`src/rtl/flit_activity_monitor_pkg.sv`:
```
// Shared types and default widths for the flit activity monitor.
// Holds the receive FSM encoding and the counter saturation ceiling.
package flit_act_pkg;

    typedef enum logic [1:0] {
        IDLE = 2'd0,
        RECV = 2'd1,
        GAP  = 2'd2
    } state_t;

    localparam int DEF_N        = 12;
    localparam int DEF_PAYLOAD  = 20;
    localparam int DEF_IDLE_GAP = 4;
    localparam int DEF_CW       = 16;

    localparam logic [DEF_CW-1:0] CW_MAX = '1;

endpackage

```
`src/rtl/flit_activity_monitor_if.sv`:
```
// Flit input stream and per-packet report channel of the activity monitor.
// Optional rpt_max_tog field is present only when FLIT_ACT_MAX_EN is defined.
interface flit_activity_monitor_if
    import flit_act_pkg::*;
#(
    parameter int N  = DEF_N,
    parameter int CW = DEF_CW
);
`ifdef FLIT_ACT_MAX_EN
    localparam int PW = $clog2(N + 1);
    logic [PW-1:0] rpt_max_tog;
`endif
    logic          in_valid;
    logic [N-1:0]  in_data;
    logic          rpt_valid;
    logic          rpt_ready;
    logic [CW-1:0] rpt_flits;
    logic [CW-1:0] rpt_toggles;
    logic          rpt_len_err;
    logic          rpt_overrun;

    modport master (
`ifdef FLIT_ACT_MAX_EN
        input  rpt_max_tog,
`endif
        output in_valid, in_data, rpt_ready,
        input  rpt_valid, rpt_flits, rpt_toggles, rpt_len_err, rpt_overrun
    );

    modport slave (
`ifdef FLIT_ACT_MAX_EN
        output rpt_max_tog,
`endif
        input  in_valid, in_data, rpt_ready,
        output rpt_valid, rpt_flits, rpt_toggles, rpt_len_err, rpt_overrun
    );

endinterface

```
`src/rtl/flit_activity_monitor_popcount.sv`:
```
// Combinational population count of an N-bit word.
// Zero latency; no flow control.
module flit_popcount #(
    parameter int N  = 12,
    parameter int PW = $clog2(N + 1)
) (
    input  logic [N-1:0]  din,
    output logic [PW-1:0] cnt
);

    always_comb begin
        cnt = '0;
        for (int i = 0; i < N; i++) begin
            cnt = cnt + PW'(din[i]);
        end
    end

endmodule

```
`src/rtl/flit_activity_monitor.sv`:
```
// Purpose: delimits flit packets by idle gaps, counts flits and bit toggles per packet.
// Latency: report registered on the edge ending the IDLE_GAP-th idle cycle after the last flit.
// Backpressure: none on input; a report closing while one is pending and unaccepted is dropped (sticky rpt_overrun). FLIT_ACT_MAX_EN adds rpt_max_tog.
module flit_activity_monitor
    import flit_act_pkg::*;
#(
    parameter int N        = DEF_N,
    parameter int PAYLOAD  = DEF_PAYLOAD,
    parameter int IDLE_GAP = DEF_IDLE_GAP,
    parameter int CW       = DEF_CW
) (
    input  logic                   clk,
    input  logic                   rst_n,
    flit_activity_monitor_if.slave bus,
    output logic [CW-1:0]          pkt_count,
    output logic                   busy
);

    localparam int PW = $clog2(N + 1);
    localparam logic [CW-1:0] SAT_MAX = '1;

    state_t        state, state_nxt;
    logic [N-1:0]  prev_data;
    logic [CW-1:0] flit_cnt, tog_acc;
    logic [7:0]    idle_cnt, idle_nxt;
    logic [PW-1:0] tog;
    logic          acc_first, acc_more, close;
    logic          rpt_valid, rpt_len_err, rpt_overrun;
    logic [CW-1:0] rpt_flits, rpt_toggles;

    flit_popcount #(.N(N)) u_pop (
        .din (bus.in_data ^ prev_data),
        .cnt (tog)
    );

    function automatic logic [CW-1:0] sat_add(input logic [CW-1:0] a, input logic [CW-1:0] b);
        logic [CW:0] s;
        s = {1'b0, a} + {1'b0, b};
        return s[CW] ? SAT_MAX : s[CW-1:0];
    endfunction

    always_ff @(posedge clk or negedge rst_n) begin
        if (!rst_n) begin
            state    <= IDLE;
            idle_cnt <= '0;
        end else begin
            state    <= state_nxt;
            idle_cnt <= idle_nxt;
        end
    end

    // idle_cnt holds idle cycles already seen, so the current one is idle_cnt+1
    always_comb begin
        state_nxt = state;
        idle_nxt  = idle_cnt;
        acc_first = 1'b0;
        acc_more  = 1'b0;
        close     = 1'b0;
        case (state)
            IDLE: begin
                if (bus.in_valid) begin
                    acc_first = 1'b1;
                    state_nxt = RECV;
                end
            end
            RECV: begin
                if (bus.in_valid) begin
                    acc_more = 1'b1;
                end else if (IDLE_GAP == 1) begin
                    close     = 1'b1;
                    state_nxt = IDLE;
                end else begin
                    state_nxt = GAP;
                    idle_nxt  = 8'd1;
                end
            end
            GAP: begin
                if (bus.in_valid) begin
                    acc_more  = 1'b1;
                    state_nxt = RECV;
                end else if (idle_cnt + 8'd1 == 8'(IDLE_GAP)) begin
                    close     = 1'b1;
                    state_nxt = IDLE;
                end else begin
                    idle_nxt = idle_cnt + 8'd1;
                end
            end
            default: state_nxt = IDLE;
        endcase
    end

    // prev_data survives packet close: toggles are counted across packet boundaries
    always_ff @(posedge clk or negedge rst_n) begin
        if (!rst_n) begin
            prev_data <= '0;
            flit_cnt  <= '0;
            tog_acc   <= '0;
        end else if (acc_first) begin
            prev_data <= bus.in_data;
            flit_cnt  <= CW'(1);
            tog_acc   <= CW'(tog);
        end else if (acc_more) begin
            prev_data <= bus.in_data;
            flit_cnt  <= sat_add(flit_cnt, CW'(1));
            tog_acc   <= sat_add(tog_acc, CW'(tog));
        end
    end

    always_ff @(posedge clk or negedge rst_n) begin
        if (!rst_n) begin
            rpt_valid   <= 1'b0;
            rpt_flits   <= '0;
            rpt_toggles <= '0;
            rpt_len_err <= 1'b0;
            rpt_overrun <= 1'b0;
            pkt_count   <= '0;
        end else if (close) begin
            pkt_count <= pkt_count + CW'(1);
            if (!rpt_valid || bus.rpt_ready) begin
                rpt_valid   <= 1'b1;
                rpt_flits   <= flit_cnt;
                rpt_toggles <= tog_acc;
                rpt_len_err <= (flit_cnt != CW'(PAYLOAD));
            end else begin
                rpt_overrun <= 1'b1;
            end
        end else if (rpt_valid && bus.rpt_ready) begin
            rpt_valid <= 1'b0;
        end
    end

`ifdef FLIT_ACT_MAX_EN
    logic [PW-1:0] max_acc, rpt_max;

    always_ff @(posedge clk or negedge rst_n) begin
        if (!rst_n) begin
            max_acc <= '0;
            rpt_max <= '0;
        end else begin
            if (acc_first) begin
                max_acc <= tog;
            end else if (acc_more && (tog > max_acc)) begin
                max_acc <= tog;
            end
            if (close && (!rpt_valid || bus.rpt_ready)) begin
                rpt_max <= max_acc;
            end
        end
    end

    assign bus.rpt_max_tog = rpt_max;
`endif

    assign bus.rpt_valid   = rpt_valid;
    assign bus.rpt_flits   = rpt_flits;
    assign bus.rpt_toggles = rpt_toggles;
    assign bus.rpt_len_err = rpt_len_err;
    assign bus.rpt_overrun = rpt_overrun;
    assign busy            = (state != IDLE);

endmodule

```
`src/flat_wrapper.sv`:
```
// flat-port wrapper written by rule: the top's interface ports become plain ports
module flit_activity_monitor_flat import flit_act_pkg::*;
#(
    parameter int N        = DEF_N,
    parameter int PAYLOAD  = DEF_PAYLOAD,
    parameter int IDLE_GAP = DEF_IDLE_GAP,
    parameter int CW       = DEF_CW
)
  (clk, rst_n, pkt_count, busy, bus_in_valid, bus_in_data, bus_rpt_ready, bus_rpt_valid, bus_rpt_flits, bus_rpt_toggles, bus_rpt_len_err, bus_rpt_overrun);
  flit_activity_monitor_if #(.N(N), .CW(CW)) bus_i ();
  input  logic clk;
  input  logic rst_n;
  output logic [CW-1:0] pkt_count;
  output logic busy;
  input wire logic [$bits(bus_i.in_valid)-1:0] bus_in_valid;
  input wire logic [$bits(bus_i.in_data)-1:0] bus_in_data;
  input wire logic [$bits(bus_i.rpt_ready)-1:0] bus_rpt_ready;
  output wire logic [$bits(bus_i.rpt_valid)-1:0] bus_rpt_valid;
  output wire logic [$bits(bus_i.rpt_flits)-1:0] bus_rpt_flits;
  output wire logic [$bits(bus_i.rpt_toggles)-1:0] bus_rpt_toggles;
  output wire logic [$bits(bus_i.rpt_len_err)-1:0] bus_rpt_len_err;
  output wire logic [$bits(bus_i.rpt_overrun)-1:0] bus_rpt_overrun;
  assign bus_i.in_valid = bus_in_valid;
  assign bus_i.in_data = bus_in_data;
  assign bus_i.rpt_ready = bus_rpt_ready;
  assign bus_rpt_valid = bus_i.rpt_valid;
  assign bus_rpt_flits = bus_i.rpt_flits;
  assign bus_rpt_toggles = bus_i.rpt_toggles;
  assign bus_rpt_len_err = bus_i.rpt_len_err;
  assign bus_rpt_overrun = bus_i.rpt_overrun;
  flit_activity_monitor #(.N(N), .PAYLOAD(PAYLOAD), .IDLE_GAP(IDLE_GAP), .CW(CW)) u_core (.clk(clk), .rst_n(rst_n), .bus(bus_i), .pkt_count(pkt_count), .busy(busy));
endmodule
```
`config.mk`:
```
export PLATFORM = sky130hd
export DESIGN_NAME = flit_activity_monitor_flat
export DESIGN_NICKNAME = d
export VERILOG_FILES = /design/src/rtl/flit_activity_monitor_pkg.sv /design/src/rtl/flit_activity_monitor_if.sv /design/src/rtl/flit_activity_monitor_popcount.sv /design/src/rtl/flit_activity_monitor.sv /design/src/flat_wrapper.sv
export SDC_FILE = /design/constraint.sdc
export NUM_CORES = 1
export LEC_CHECK = 0
export ABC_AREA = 0
export ABC_CLOCK_PERIOD_IN_PS = 6550
export CAP_MARGIN = 20
export CORE_ASPECT_RATIO = 0.5
export CORE_MARGIN = 1.5
export CORE_UTILIZATION = 51
export DETAILED_ROUTE_END_ITERATION = 7
export PLACE_DENSITY = 0.79
export SYNTH_ARGS = -nofsm -noshare
export SYNTH_HDL_FRONTEND = slang
export SYNTH_SLANG_ARGS = --single-unit
```
`constraint.sdc`:
```
create_clock -name clk -period 6.55 [get_ports clk]
set_clock_uncertainty 0.2 [all_clocks]
set_input_delay 1.6375 -clock clk [delete_from_list [all_inputs] [get_ports clk]]
set_output_delay 1.6375 -clock clk [all_outputs]
set_load 0.05 [all_outputs]
```
### Yosys cells after proc, flatten, opt, wreduce, memory -nomap -nowiden

Index checks and enable logic that the tools add are counted.

| cells by class | value |
|---|---|
| add/subtract/negate cells | 15 |
| eq/ne operators | 10 |
| muxes and demuxes | 26 |
| bitwise operators | 2 |
| reduce and logical (&&, ||, !) cells | 14 |

Operators by type and width:

| cell | count |
|---|---|
| $mux 16 | 6 |
| $add 4x1->4 | 8 |
| $mux 12 | 2 |
| $mux 8 | 3 |
| $add 16x1->17 const B | 1 |
| $add 16x4->17 | 1 |
| $add 16x1->16 const B | 1 |
| $ne 16x5->1 const B | 1 |
| $pmux 8 s2 | 1 |
| $xor 12x12->12 | 1 |
| $ne 2x2->1 const B | 5 |
| $mux 1 | 9 |
| $add 8x1->8 const B | 1 |
| $eq 8x3->1 const B | 1 |
| $mux 2 | 4 |
| $reduce_bool 2->1 | 4 |
| $pmux 2 s3 | 1 |
| $reduce_and 2->1 | 3 |
| $add 3x1->4 | 1 |
| $reduce_and 4->1 | 1 |
| $add 2x1->3 | 1 |
| $ne 3x2->1 const B | 1 |
| $reduce_and 3->1 | 1 |
| $add 1x1->2 | 1 |
| 8 further kinds | 8 |

| storage, ports and cells | value |
|---|---|
| register bits | 105 |
| bits of input ports | 16 |
| output and inout port bits | 52 |
| logic and storage cells | 78 |

### Depth between registers and ports, before layout

Gate-level depths: netlist of the first run.

| logic depth | value |
|---|---|
| depth after elaboration | 16 |
| gate-level depth with buffers | 19 |
| gate-level depth less buffers | 18 |

### Cells and area by module

Synthesis of the first run repeated with hierarchy kept, for this count alone.

| second synthesis, totals | value |
|---|---|
| cells, all modules | 560 |
| area total of the unflattened synthesis | 5475.3 um2 |

Modules (own cells, without submodules):

| module | instances | cells an instance | area an instance (um2) | sequential area each (um2) |
|---|---|---|---|---|
| flit_activity_monitor | 1 | 527 | 5195.0 | 2627.5 |
| flit_popcount | 1 | 33 | 280.3 | 0.0 |

### Worst setup path before layout of the first run

No wires, ideal clock.

| path | value |
|---|---|
| kind | input port to flip-flop |
| from | in bus_in_data[0] |
| to | reg u_core.tog_acc[14] |
| data arrival time | 6231 ps |
| data required time | 6251 ps |
| path slack | 19 ps |
| stages | 17 |
| buffers on the path | 0 |
| path through | xnor2_1 fa_1 inv_1 fa_1 inv_1 fa_1 fa_1 inv_1 ha_1 inv_1 fa_1 fa_1 nor2b_1 o21ai_0 a2111oi_2 a41oi_1 a311oi_1 |

| on the way | value |
|---|---|
| word-level cells in the longest chain between the ends | 16 |

Ends and longest elaborated chain:

| what | line | text |
|---|---|---|
| from (decl) | flat_wrapper.sv:16 | `input wire logic [$bits(bus_i.in_data)-1:0] bus_in_data;` |
| $xor 12x12->12 | flit_activity_monitor.sv:32 | `.din (bus.in_data ^ prev_data),` |
| $add 1x1->2 | flit_activity_monitor_popcount.sv:14 | `cnt = cnt + PW'(din[i]);` |
| $add 2x1->3 | flit_activity_monitor_popcount.sv:14 |  |
| $add 3x1->4 | flit_activity_monitor_popcount.sv:14 |  |
| $add 4x1->4 (8 in series) | flit_activity_monitor_popcount.sv:14 |  |
| $add 16x4->17 | flit_activity_monitor.sv:38 | `s = {1'b0, a} + {1'b0, b};` |
| $mux 16 | flit_activity_monitor.sv:39 | `return s[CW] ? SAT_MAX : s[CW-1:0];` |
| $mux 16 | flit_activity_monitor.sv:102 | `end else if (acc_more) begin` |
| $mux 16 | flit_activity_monitor.sv:98 | `end else if (acc_first) begin` |
| to (signal assigned) | flit_activity_monitor.sv:101 | `tog_acc <= CW'(tog);` |
| to (signal assigned) | flit_activity_monitor.sv:105 | `tog_acc <= sat_add(tog_acc, CW'(tog));` |
| to (decl) | flit_activity_monitor.sv:24 | `logic [CW-1:0] flit_cnt, tog_acc;` |

Every way passes these cells. The select of a mux whose other input is x is not followed.
A chain may end at the register's enable or synchronous reset.

### Worst setup path in the final report of the first run

| path | value |
|---|---|
| from | in bus_in_data[3] |
| to | reg u_core.tog_acc[12] |

| on the way | value |
|---|---|
| word-level cells in the longest chain between the ends | 14 |

Ends and longest elaborated chain:

| what | line |
|---|---|
| $xor 12x12->12 | flit_activity_monitor.sv:32 |
| $add 3x1->4 | flit_activity_monitor_popcount.sv:14 |
| $add 4x1->4 (8 in series) | flit_activity_monitor_popcount.sv:14 |
| $add 16x4->17 | flit_activity_monitor.sv:38 |
| $mux 16 | flit_activity_monitor.sv:39 |
| $mux 16 | flit_activity_monitor.sv:102 |
| $mux 16 | flit_activity_monitor.sv:98 |

Every way passes these cells. The select of a mux whose other input is x is not followed.

==> results of run 1 <==
layout by cell type, fill, tap and decap left out, drive strengths merged, types with 7 or more instances in the layout:
master         Yosys  final
a21o               8      8
a21oi             19     19
a31oi              8      8
and3               7      7
buf                7     23
clkbuf            20     12
clkdlybuf4s50      0     60
dfrtp            105    105
fa                 8      8
ha                17     17
inv               33     35
mux2              34     34
nand2             71     71
nand3             21     21
nand4             15     15
nor2              17     17
nor3              13     13
nor4               9      9
o21ai             43     43
xnor2             23     23
xor2              11     11
final timing paths:
kind | from | slack, ns | to
worst max-delay path | bus_in_data[3] | 0.23 | u_core.tog_acc[12]
worst min-delay path | u_core.pkt_count[15] | 0.27 | u_core.pkt_count[15]
worst max register to register | u_core.prev_data[7] | 1.28 | u_core.tog_acc[12]
worst min register to register | u_core.pkt_count[15] | 0.27 | u_core.pkt_count[15]
max in group asynchronous | rst_n | 3.92 | u_core.idle_cnt[4]
min in group asynchronous | rst_n | 1.17 | u_core.bus.rpt_toggles[2]
critical path, stage by stage:
cell and delay (ns):
clkdlybuf4s15_1 0.22, xnor2_2 0.16, fa_1 0.50, inv_1 0.06, fa_1 0.51, inv_2 0.05
fa_1 0.49, fa_1 0.49, inv_1 0.04, ha_2 0.18, inv_2 0.06, fa_2 0.46
fa_2 0.41, nor2b_4 0.13, o21ai_2 0.07, a2111oi_2 0.36, buf_4 0.18, buf_4 0.10
a31oi_1 0.08, a211oi_1 0.21
layout make-up:
class | instances | area [µm²] | share of cell area
Inverter | 33 | 124 | 0.0178
Tap cell | 145 | 181 | 0.0260
Multi-Input combinational cell | 400 | 2900 | 0.415
Sequential cell | 105 | 2630 | 0.377
Clock inverter | 6 | 90.1 | 0.0129
Clock buffer | 10 | 229 | 0.0328
Timing Repair Buffer | 89 | 831 | 0.119
metrics by stage:
step | hold slack (ns) | cells
floorplan | 0.266 | 565
global placement | 0.264 | 766
detailed placement | 0.267 | 766
CTS | 0.277 | 786
global route | 0.289 | 788
finish | 0.270 | 788
repair_timing:
item | 4_1_cts | 5_1_grt
setup buffers | 4 | 2
pin swaps | 8 | 15
gates resized for setup | 13 | 17
setup endpoints to repair | 16 | 16
layer usage:
metal / share of wire / global-route usage / wire [µm]
met5: 0 / 0 / 0
met4: 0.0093 / 0.0738 / 116
met3: 0.055 / 0.0453 / 688
met2: 0.47 / 0.356 / 5860
met1: 0.47 / 0.299 / 5800
registers in the layout (all words and copies together) (netlist names):
name / cells
u_core.bus.rpt_toggles: 16
u_core.state: 2
u_core.bus.rpt_valid: 1
u_core.bus.rpt_overrun: 1
u_core.bus.rpt_flits: 16
u_core.prev_data: 12
u_core.flit_cnt: 16
u_core.bus.rpt_len_err: 1
u_core.pkt_count: 16
u_core.idle_cnt: 8
u_core.tog_acc: 16
cell families (layout without fill, tap and decap cells):
logic type / after synthesis / in the layout
fa+ha+maj: 25 / 25
xor+xnor: 34 / 34
buf+inv: 60 / 138
compound gates: 125 / 125
flops: 105 / 105
simple gates: 181 / 181
mux: 35 / 35
==> flow_summary_export.csv, run 1 <==
group,metric,value,unit
status,run_status,"finished, final reports clean",
clock_tree,clock-sinks,105,
synthesis,synthDistinctLibCells,58,
min_path,worstHoldPathCells,1,
floorplanning,fp.dieW,152,µm
synthesis,synth_top_area_cell,"dfrtp_1",
sta,min_period,6.32,ns
synthesis,synth_most_common_cell,"dfrtp_1",
floorplanning,dieArea,11800,µm²
synthesis,synthXorXnorAreaFrac,0.0524,
layout,drive_above_1_share,0.107,
route,via_per_inst,5.82,
route,num_vias,4587,
sta,setup_tns,0,ns
synthesis,synthTopCellsByArea,"dfrtp_1, mux2_1, nand2_1",
layout,num_antenna_cells,0,
route,drc,0,
worst_setup_path,reg2regPathDepth,18,
synthesis,synth_nets,606,
worst_setup_path,crit_fanout,2,
sta,rsz0062_at_grt,"no",
layout,nFillCells,869,
global_route,grt_pass1_vias,4441,
synthesis,synth_edf_count,0,
synthesis,synthFlopType,"dfrtp_1",
global_route,grt_remaining_overflow,0,
sta,fmax,0.158,GHz
global_route,grt_max_degree,66,
clock_tree,cts.clk_slew.worst_paths,0.08,ns
placed_design,gp_congestion,0.855,
clock_tree,cts_buffers,9,
layout,fin_nets,679,
floorplanning,coreArea,10900,µm²
layout,design_area,6980,µm²
clock_tree,cts_tree,"built",
synthesis,synth.area.mux_share,0.0691,
synthesis,asyncSetResetFlopFracSynth,1.00,
sta,max_slew_margin,0.447,
route,totalWireLength,12500,µm
min_path,hold_path.class,"flop to flop",
synthesis,synth_top_family_by_area,"simple AND/OR/NAND/NOR gates",
synthesis,yosys.area_share.simple,0.162,
layout,fin_util,0.639,
synthesis,ys_ff_latch,105,
worst_setup_path,arrival,6.37,ns
floorplanning,start_util,0.521,
global_route,grt_antenna_before_repair,0,
synthesis,synthAdderAreaFrac,0.0656,
synthesis,syn_area,5690,µm²
clock_tree,h-tree-depth,3,
clock_tree,ctsHoldBuffers,0,
sta,hold_violations,0,
synthesis,synth_compound_area_frac,0.145,
floorplanning,fp.dieH,77.7,µm
route,avgRoutedWirePerCell,15.8,µm
synthesis,syn_inst,565,
synthesis,ys_seq_area_frac,0.462,
worst_setup_path,cp-end-kind,"flop",
sta,tightest_slew,0.830,ns
clock_tree,root_buffer,"clkbuf_16",
floorplanning,io_pins,68,
synthesis,synth.top_cells.by_count,"dfrtp_1, nand2_1, o21ai_0, inv_1, mux2_1",
route,antenna_left,0,
route,drt_pass1_iterations,5,
synthesis,yosys_warnings,0,
sta,slew_violations,0,
worst_setup_path,cp-start-kind,"input pin",
worst_setup_path,worst-setup-path-type,"input pin to flop",
placed_design,placed_area,6530,µm²
layout,area_growth,22.7,%
placed_design,dp_hpwl,8140,µm
synthesis,synth_top_area_frac,0.462,
sta,setup_slack,0.233,ns
route,drt_iter0_markers,349,
clock_tree,cts.path.max_buffers,2,
global_route,grt_first_pass_wirelength,21100,µm
global_route,grtUsageTotal,0.220,
floorplanning,num_rows,27,
placed_design,pre_cts_slack,-0.723,ns
clock_tree,clk_latency,0.35,ns
placed_design,io_buffers,67,
sta,final.period_utilization,0.964,
synthesis,avgSynthCellArea,10.1,µm²
worst_setup_path,critPathRequiredTime,6.61,ns
run,maxCapViolCount,0,
sta,setup_viol,0,
Power of run 1 is not shown: default switching activity piles up to over one toggle a cycle in this logic, so the estimate is an artifact.
==> run 2: changes to the inputs <==
--- a/config.mk
+++ b/config.mk
@@ -12,7 +12,7 @@
 export CORE_MARGIN = 1.5
 export CORE_UTILIZATION = 51
 export DETAILED_ROUTE_END_ITERATION = 7
-export PLACE_DENSITY = 0.79
+export PLACE_DENSITY = 0.81
 export SYNTH_ARGS = -nofsm -noshare
 export SYNTH_HDL_FRONTEND = slang
 export SYNTH_SLANG_ARGS = --single-unit
==> flow_summary_export.csv, run 2 (synthesized netlist as in run 1, its figures left out) <==
group,metric,value,unit
status,run_status,"finished, final reports clean",
worst_setup_path,cp-start-kind,"input pin",
layout,fin_util,0.636,
sta,slew_violations,0,
floorplanning,dieArea,11800,µm²
route,drt_iter0_markers,296,
floorplanning,coreArea,10900,µm²
floorplanning,fp.dieH,77.7,µm
clock_tree,ctsHoldBuffers,0,
clock_tree,cts_tree,"built",
sta,setup_viol,0,
route,avgRoutedWirePerCell,16.5,µm
sta,hold_violations,0,
layout,area_growth,22.1,%
clock_tree,clk_latency,0.35,ns
global_route,grt_first_pass_wirelength,21400,µm
global_route,grt_max_degree,55,
route,totalWireLength,12900,µm
worst_setup_path,cp-end-kind,"flop",
global_route,grt_remaining_overflow,0,
global_route,grt_pass1_vias,4518,
layout,nFillCells,848,
sta,final.period_utilization,0.984,
route,drt_pass1_iterations,5,
layout,num_antenna_cells,0,
route,via_per_inst,5.90,
global_route,grtUsageTotal,0.222,
worst_setup_path,worst-setup-path-type,"input pin to flop",
layout,mostFrequentLayoutCells,"dfrtp_1, nand2_1, clkdlybuf4s50_1",
worst_setup_path,critPathTopFamily,"adder cells",
worst_setup_path,cp_slowest_cell,"fa_1",
layout,final_common_cell,"dfrtp_1",
sta,setup_slack,0.105,ns
sta,fmax,0.155,GHz
clock_tree,cts_buffers,9,
layout,drive_above_1_share,0.0970,
sta,max_slew_margin,0.400,
sta,tightest_slew,0.900,ns
floorplanning,io_pins,68,
clock_tree,root_buffer,"clkbuf_16",
worst_setup_path,cp_num_buf_inv,6,
min_path,hold_path.class,"flop to flop",
clock_tree,clock-sinks,105,
placed_design,pre_cts_slack,-0.661,ns
placed_design,dp_hpwl,8390,µm
floorplanning,start_util,0.521,
placed_design,gp_congestion,0.835,
placed_design,io_buffers,67,
worst_setup_path,path_cells,"dlygate4sd2_1 > xnor2_2 > fa_1 > inv_1 > fa_1 > inv_1 > fa_1 > fa_1 > inv_1 > ha_2 > inv_1 > fa_2 > fa_2 > nor2b_4 > o21ai_4 > a2111oi_4 > buf_4 > a31oi_1 > a211oi_1",
route,drc,0,
floorplanning,fp.dieW,152,µm
layout,fin_nets,675,
run,maxCapViolCount,0,
clock_tree,h-tree-depth,3,
route,num_vias,4624,
clock_tree,cts.clk_slew.worst_paths,0.07,ns
clock_tree,cts.path.max_buffers,2,
sta,min_period,6.44,ns
worst_setup_path,arrival,6.49,ns
worst_setup_path,critPathRequiredTime,6.60,ns
worst_setup_path,slowest_delay,0.52,ns
worst_setup_path,crit_fanout,2,
floorplanning,num_rows,27,
global_route,grt_antenna_before_repair,0,
sta,setup_tns,0,ns
route,antenna_left,0,
==> run 2: cell type report <==
cell class                      count  area, µm²  area share
Clock buffer                       11        233      0.0335
Clock inverter                      5       31.3     0.00451
Inverter                           33        124      0.0178
Multi-Input combinational cell    401       2940       0.423
Sequential cell                   105       2630       0.379
Tap cell                          145        181      0.0261
Timing Repair Buffer               84        807       0.116
==> run 2: what timing repair did <==
item | in CTS | in global routing
gates cloned | 0 | 1
endpoints found under the setup margin | 16 | 16
buffers inserted | 3 | 3
pin swaps | 7 | 13
resized for setup | 10 | 18
==> run 2: per-layer routing <==
| metal | part of all wire | vias to the layer above | routed length, µm | GRT usage |
|---|---|---|---|---|
| met1 | 0.43 | 2269 | 5610 | 0.281 |
| met3 | 0.062 | 28 | 807 | 0.0536 |
| li1 | - | 2164 | - | - |
| met5 | 0 | - | 0 | 0 |
| met2 | 0.48 | 163 | 6240 | 0.381 |
| met4 | 0.021 | 0 | 266 | 0.0699 |
==> run 2: worst register-to-register path: stages, from the launching register on <==
cell,delay [ns]
dfrtp_1,0.41
xnor2_2,0.16
fa_1,0.54
inv_1,0.06
fa_1,0.52
inv_1,0.05
fa_1,0.47
fa_1,0.49
inv_1,0.05
ha_2,0.18
inv_1,0.06
fa_2,0.46
fa_2,0.41
nor2b_4,0.16
o21ai_4,0.08
a2111oi_4,0.43
buf_4,0.19
a31oi_1,0.08
a211oi_1,0.26
==> run 2: stage by stage <==
stage	hold WS [ns]	cells	instance area, µm²
2_1_floorplan	0.266	565	5690
3_3_place_gp	0.263	761	6490
3_5_place_dp	0.266	761	6490
4_1_cts	0.283	780	6810
5_1_grt	0.299	784	6940
6_report	0.277	784	6940
==> run 2: final timing paths <==
kind / end / depth (start not counted) / from / slack [ns]
worst min-delay path: u_core.pkt_count[15] / 1 / u_core.pkt_count[15] / 0.28
worst max register to register: u_core.tog_acc[12] / 18 / u_core.prev_data[3] / 1.21
worst max-delay path: u_core.tog_acc[12] / 19 / bus_in_data[0] / 0.11
min in group asynchronous: u_core.bus.rpt_toggles[4] / 1 / rst_n / 1.10
worst min register to register: u_core.pkt_count[15] / 1 / u_core.pkt_count[15] / 0.28
max in group asynchronous: u_core.prev_data[9] / 2 / rst_n / 3.90
Power of run 2 is left out for the same reason.
==> run 3: changes to the inputs <==
--- a/config.mk
+++ b/config.mk
@@ -6,7 +6,6 @@
 export NUM_CORES = 1
 export LEC_CHECK = 0
 export ABC_AREA = 0
-export ABC_CLOCK_PERIOD_IN_PS = 6550
 export CAP_MARGIN = 20
 export CORE_ASPECT_RATIO = 0.5
 export CORE_MARGIN = 1.5
==> results of run 3 <==
The final DEF is identical to that of run 2; final timing and power are the same.
Power of run 3 is left out for the same reason.
==> RTL change, RTL diff (settings of run 1) <==
Register the output `pkt_count` once more; this adds one clock of latency there. The other outputs are not delayed to match.
--- a/src/rtl/flit_activity_monitor.sv
+++ b/src/rtl/flit_activity_monitor.sv
@@ -20,2 +20,4 @@
     localparam logic [CW-1:0] SAT_MAX = '1;
+
+    logic [CW-1:0] pkt_count_s0;
 
@@ -115,5 +117,5 @@
             rpt_overrun <= 1'b0;
-            pkt_count   <= '0;
+            pkt_count_s0 <= '0;
         end else if (close) begin
-            pkt_count <= pkt_count + CW'(1);
+            pkt_count_s0 <= pkt_count_s0 + CW'(1);
             if (!rpt_valid || bus.rpt_ready) begin
@@ -160,2 +162,10 @@
 
+    always_ff @(posedge clk or negedge rst_n) begin
+        if (!rst_n) begin
+            pkt_count <= '0;
+        end else begin
+            pkt_count <= pkt_count_s0;
+        end
+    end
+
 endmodule
Check against the original RTL: not equivalent (Yosys sat finds a counterexample within 10 cycles, from zero or initial values and one cycle with rst_n low).
==> RTL change against run 1 <==
- sequential cell count up 16
- worst setup slack worse by 0.093 ns
- largest cell class is now sequential cells
- via count up 4.7%
- synthesized cell count up 2.8%
- cell area up 9.1%
- routed wire length up 8.4%
- die area up 6.3%
- area after synthesis up 6.4%
==> RTL change: results (changes against run 1) <==
{| class="wikitable"
! Metric !! Value
|-
| Fraction of met1 tracks used by global routing || 28.8% (-1.1 points)
|-
| Routability congestion estimate from global placement || 0.885 (+3.6%)
|-
| Post-CTS sizing || 1 (-12)
|-
| Leading cell types by count after synthesis || sky130_fd_sc_hd__dfrtp_1 (121), sky130_fd_sc_hd__nand2_1 (67), sky130_fd_sc_hd__o21ai_0 (40)
|-
| Tightest hold margin || 0.197 ns (-0.0731 ns)
|-
| Average wire per cell in the routed design || 16.4 µm (+3.3%)
|-
| Clock latency on the worst-skew pair || 0.42 ns (+0.07 ns)
|-
| Compound-Gate Fraction of Synth Area || 13.7% (-0.82 points)
|-
| Number of violations reported at the end of detailed-routing iteration 0 || 361 (+3.4%)
|-
| Flop2flop setup slack || 1.33 ns (+0.05 ns)
|-
| Max-slew headroom at the worst pin || 35.8% (-8.9 points)
|-
| Endpoint of the worst hold-timing path || u_core.pkt_count[15]
|-
| Synthesized-area fraction occupied by xor and xnor cells || 4.77% (-0.46 points)
|-
| CTS clock-pin slew for the worst setup and hold paths || 0.06 ns (-0.02 ns)
|-
| Share of layout cells above drive strength 1 || 10.3% (-0.40 points)
|-
| Worst reg2reg path depth || 19 (+1)
|-
| Total number of nets in the final design || 696 (+2.5%)
|-
| Maximum net fanout on the critical path || 6 (+4)
|-
| Hold_sp || u_core.pkt_count_s0[15]
|-
| M2 GR Usage || 38.1% (+2.4 points)
|-
| Metal-1 WL || 5900 µm (+1.7%)
|-
| Number of inserted filler cells in the final layout || 845 (-2.8%)
|-
| Multiplexer share of the synthesized area || 6.84% (-0.067 points)
|-
| Worst reg2reg startpoint || u_core.prev_data[0]
|-
| Post-Synthesis Net Count || 622 (+2.6%)
|-
| Cell types occupying the most area after synthesis || sky130_fd_sc_hd__dfrtp_1 (50%), sky130_fd_sc_hd__mux2_1 (5.6%), sky130_fd_sc_hd__nand2_1 (4.2%)
|-
| Vias per cell || 5.81 (-0.27%)
|-
| Sum of net half-perimeters after detailed placement || 8570 µm (+5.4%)
|-
| Total CTS buffers || 17 (+8)
|-
| Wire length of the first global-routing pass || 22300 µm (+5.8%)
|-
| Count of cells along the worst hold path || 0 (-1)
|-
| Setup slack after placement || -0.415 ns (+0.309 ns)
|-
| Arrival time at the worst endpoint || 6.54 ns (+0.17 ns)
|-
| Result of the run || complete, no violations
|-
| Setup Buffers After CTS || 0 (-4)
|-
| Count of unique library cells instantiated by Yosys || 56 (-3.4%)
|-
| Seq/Total Area, Yosys || 50.0% (+3.8 points)
|-
| M3 GR Usage || 5.97% (+1.4 points)
|-
| Maximum number of pins on one net before global-route repair || 79 (+20%)
|}
-- RTL change: changes by cell type in the layout (fill, tap and decap cells not counted), sizes merged, moves of 4 or more --
cell,run 1,this run
a21oi,19,24
buf,23,14
clkbuf,12,17
clkinv,1,5
dfrtp,105,121
inv,35,40
nand2,71,67
nand3,21,29
nor3,13,6
xnor2,23,18
xor2,11,15
-- RTL change: metrics by stage --
| step | power (mW) | utilization (%) | cells | area [µm²] |
|---|---|---|---|---|
| final | 5.06 | 67.5 | 827 | 7610 |
| after global routing | 5.46 | 67.5 | 827 | 7610 |
| after CTS | 4.88 | 66.7 | 825 | 7520 |
| after detailed placement | 3.82 | 61.2 | 793 | 6910 |
| after global placement | 3.67 | 61.2 | 793 | 6910 |
| after floorplan | 2.92 | - | 581 | 6050 |
-- RTL change: worst max path at each step --
stage | start | to | slack [ns]
floorplan | bus_in_data[0] | u_core.tog_acc[11] | 0.04
global placement | bus_in_data[0] | u_core.tog_acc[14] | -0.30
detailed placement | bus_in_data[0] | u_core.tog_acc[14] | -0.41
CTS | bus_in_data[0] | u_core.tog_acc[14] | 0.007
global route | bus_in_data[3] | u_core.tog_acc[12] | 0.02
finish | bus_in_data[3] | u_core.tog_acc[12] | 0.14
-- RTL change: final cells by class --
| class | count | area share (%) |
|---|---|---|
| sequential | 121 | 39.8 |
| inverter | 34 | 1.68 |
| timing repair buffer | 80 | 10.2 |
| tap | 159 | 2.61 |
| multi-input combinational | 401 | 37.7 |
| clock buffer | 17 | 5.59 |
| clock inverter | 15 | 2.45 |
-- RTL change: power breakdown --
| part | switching [mW] | internal, mW |
|---|---|---|
| combinational | 1.63 | 1.50 |
| sequential | 0.102 | 0.853 |
| clock | 0.361 | 0.606 |
| total | 2.09 | 2.96 |
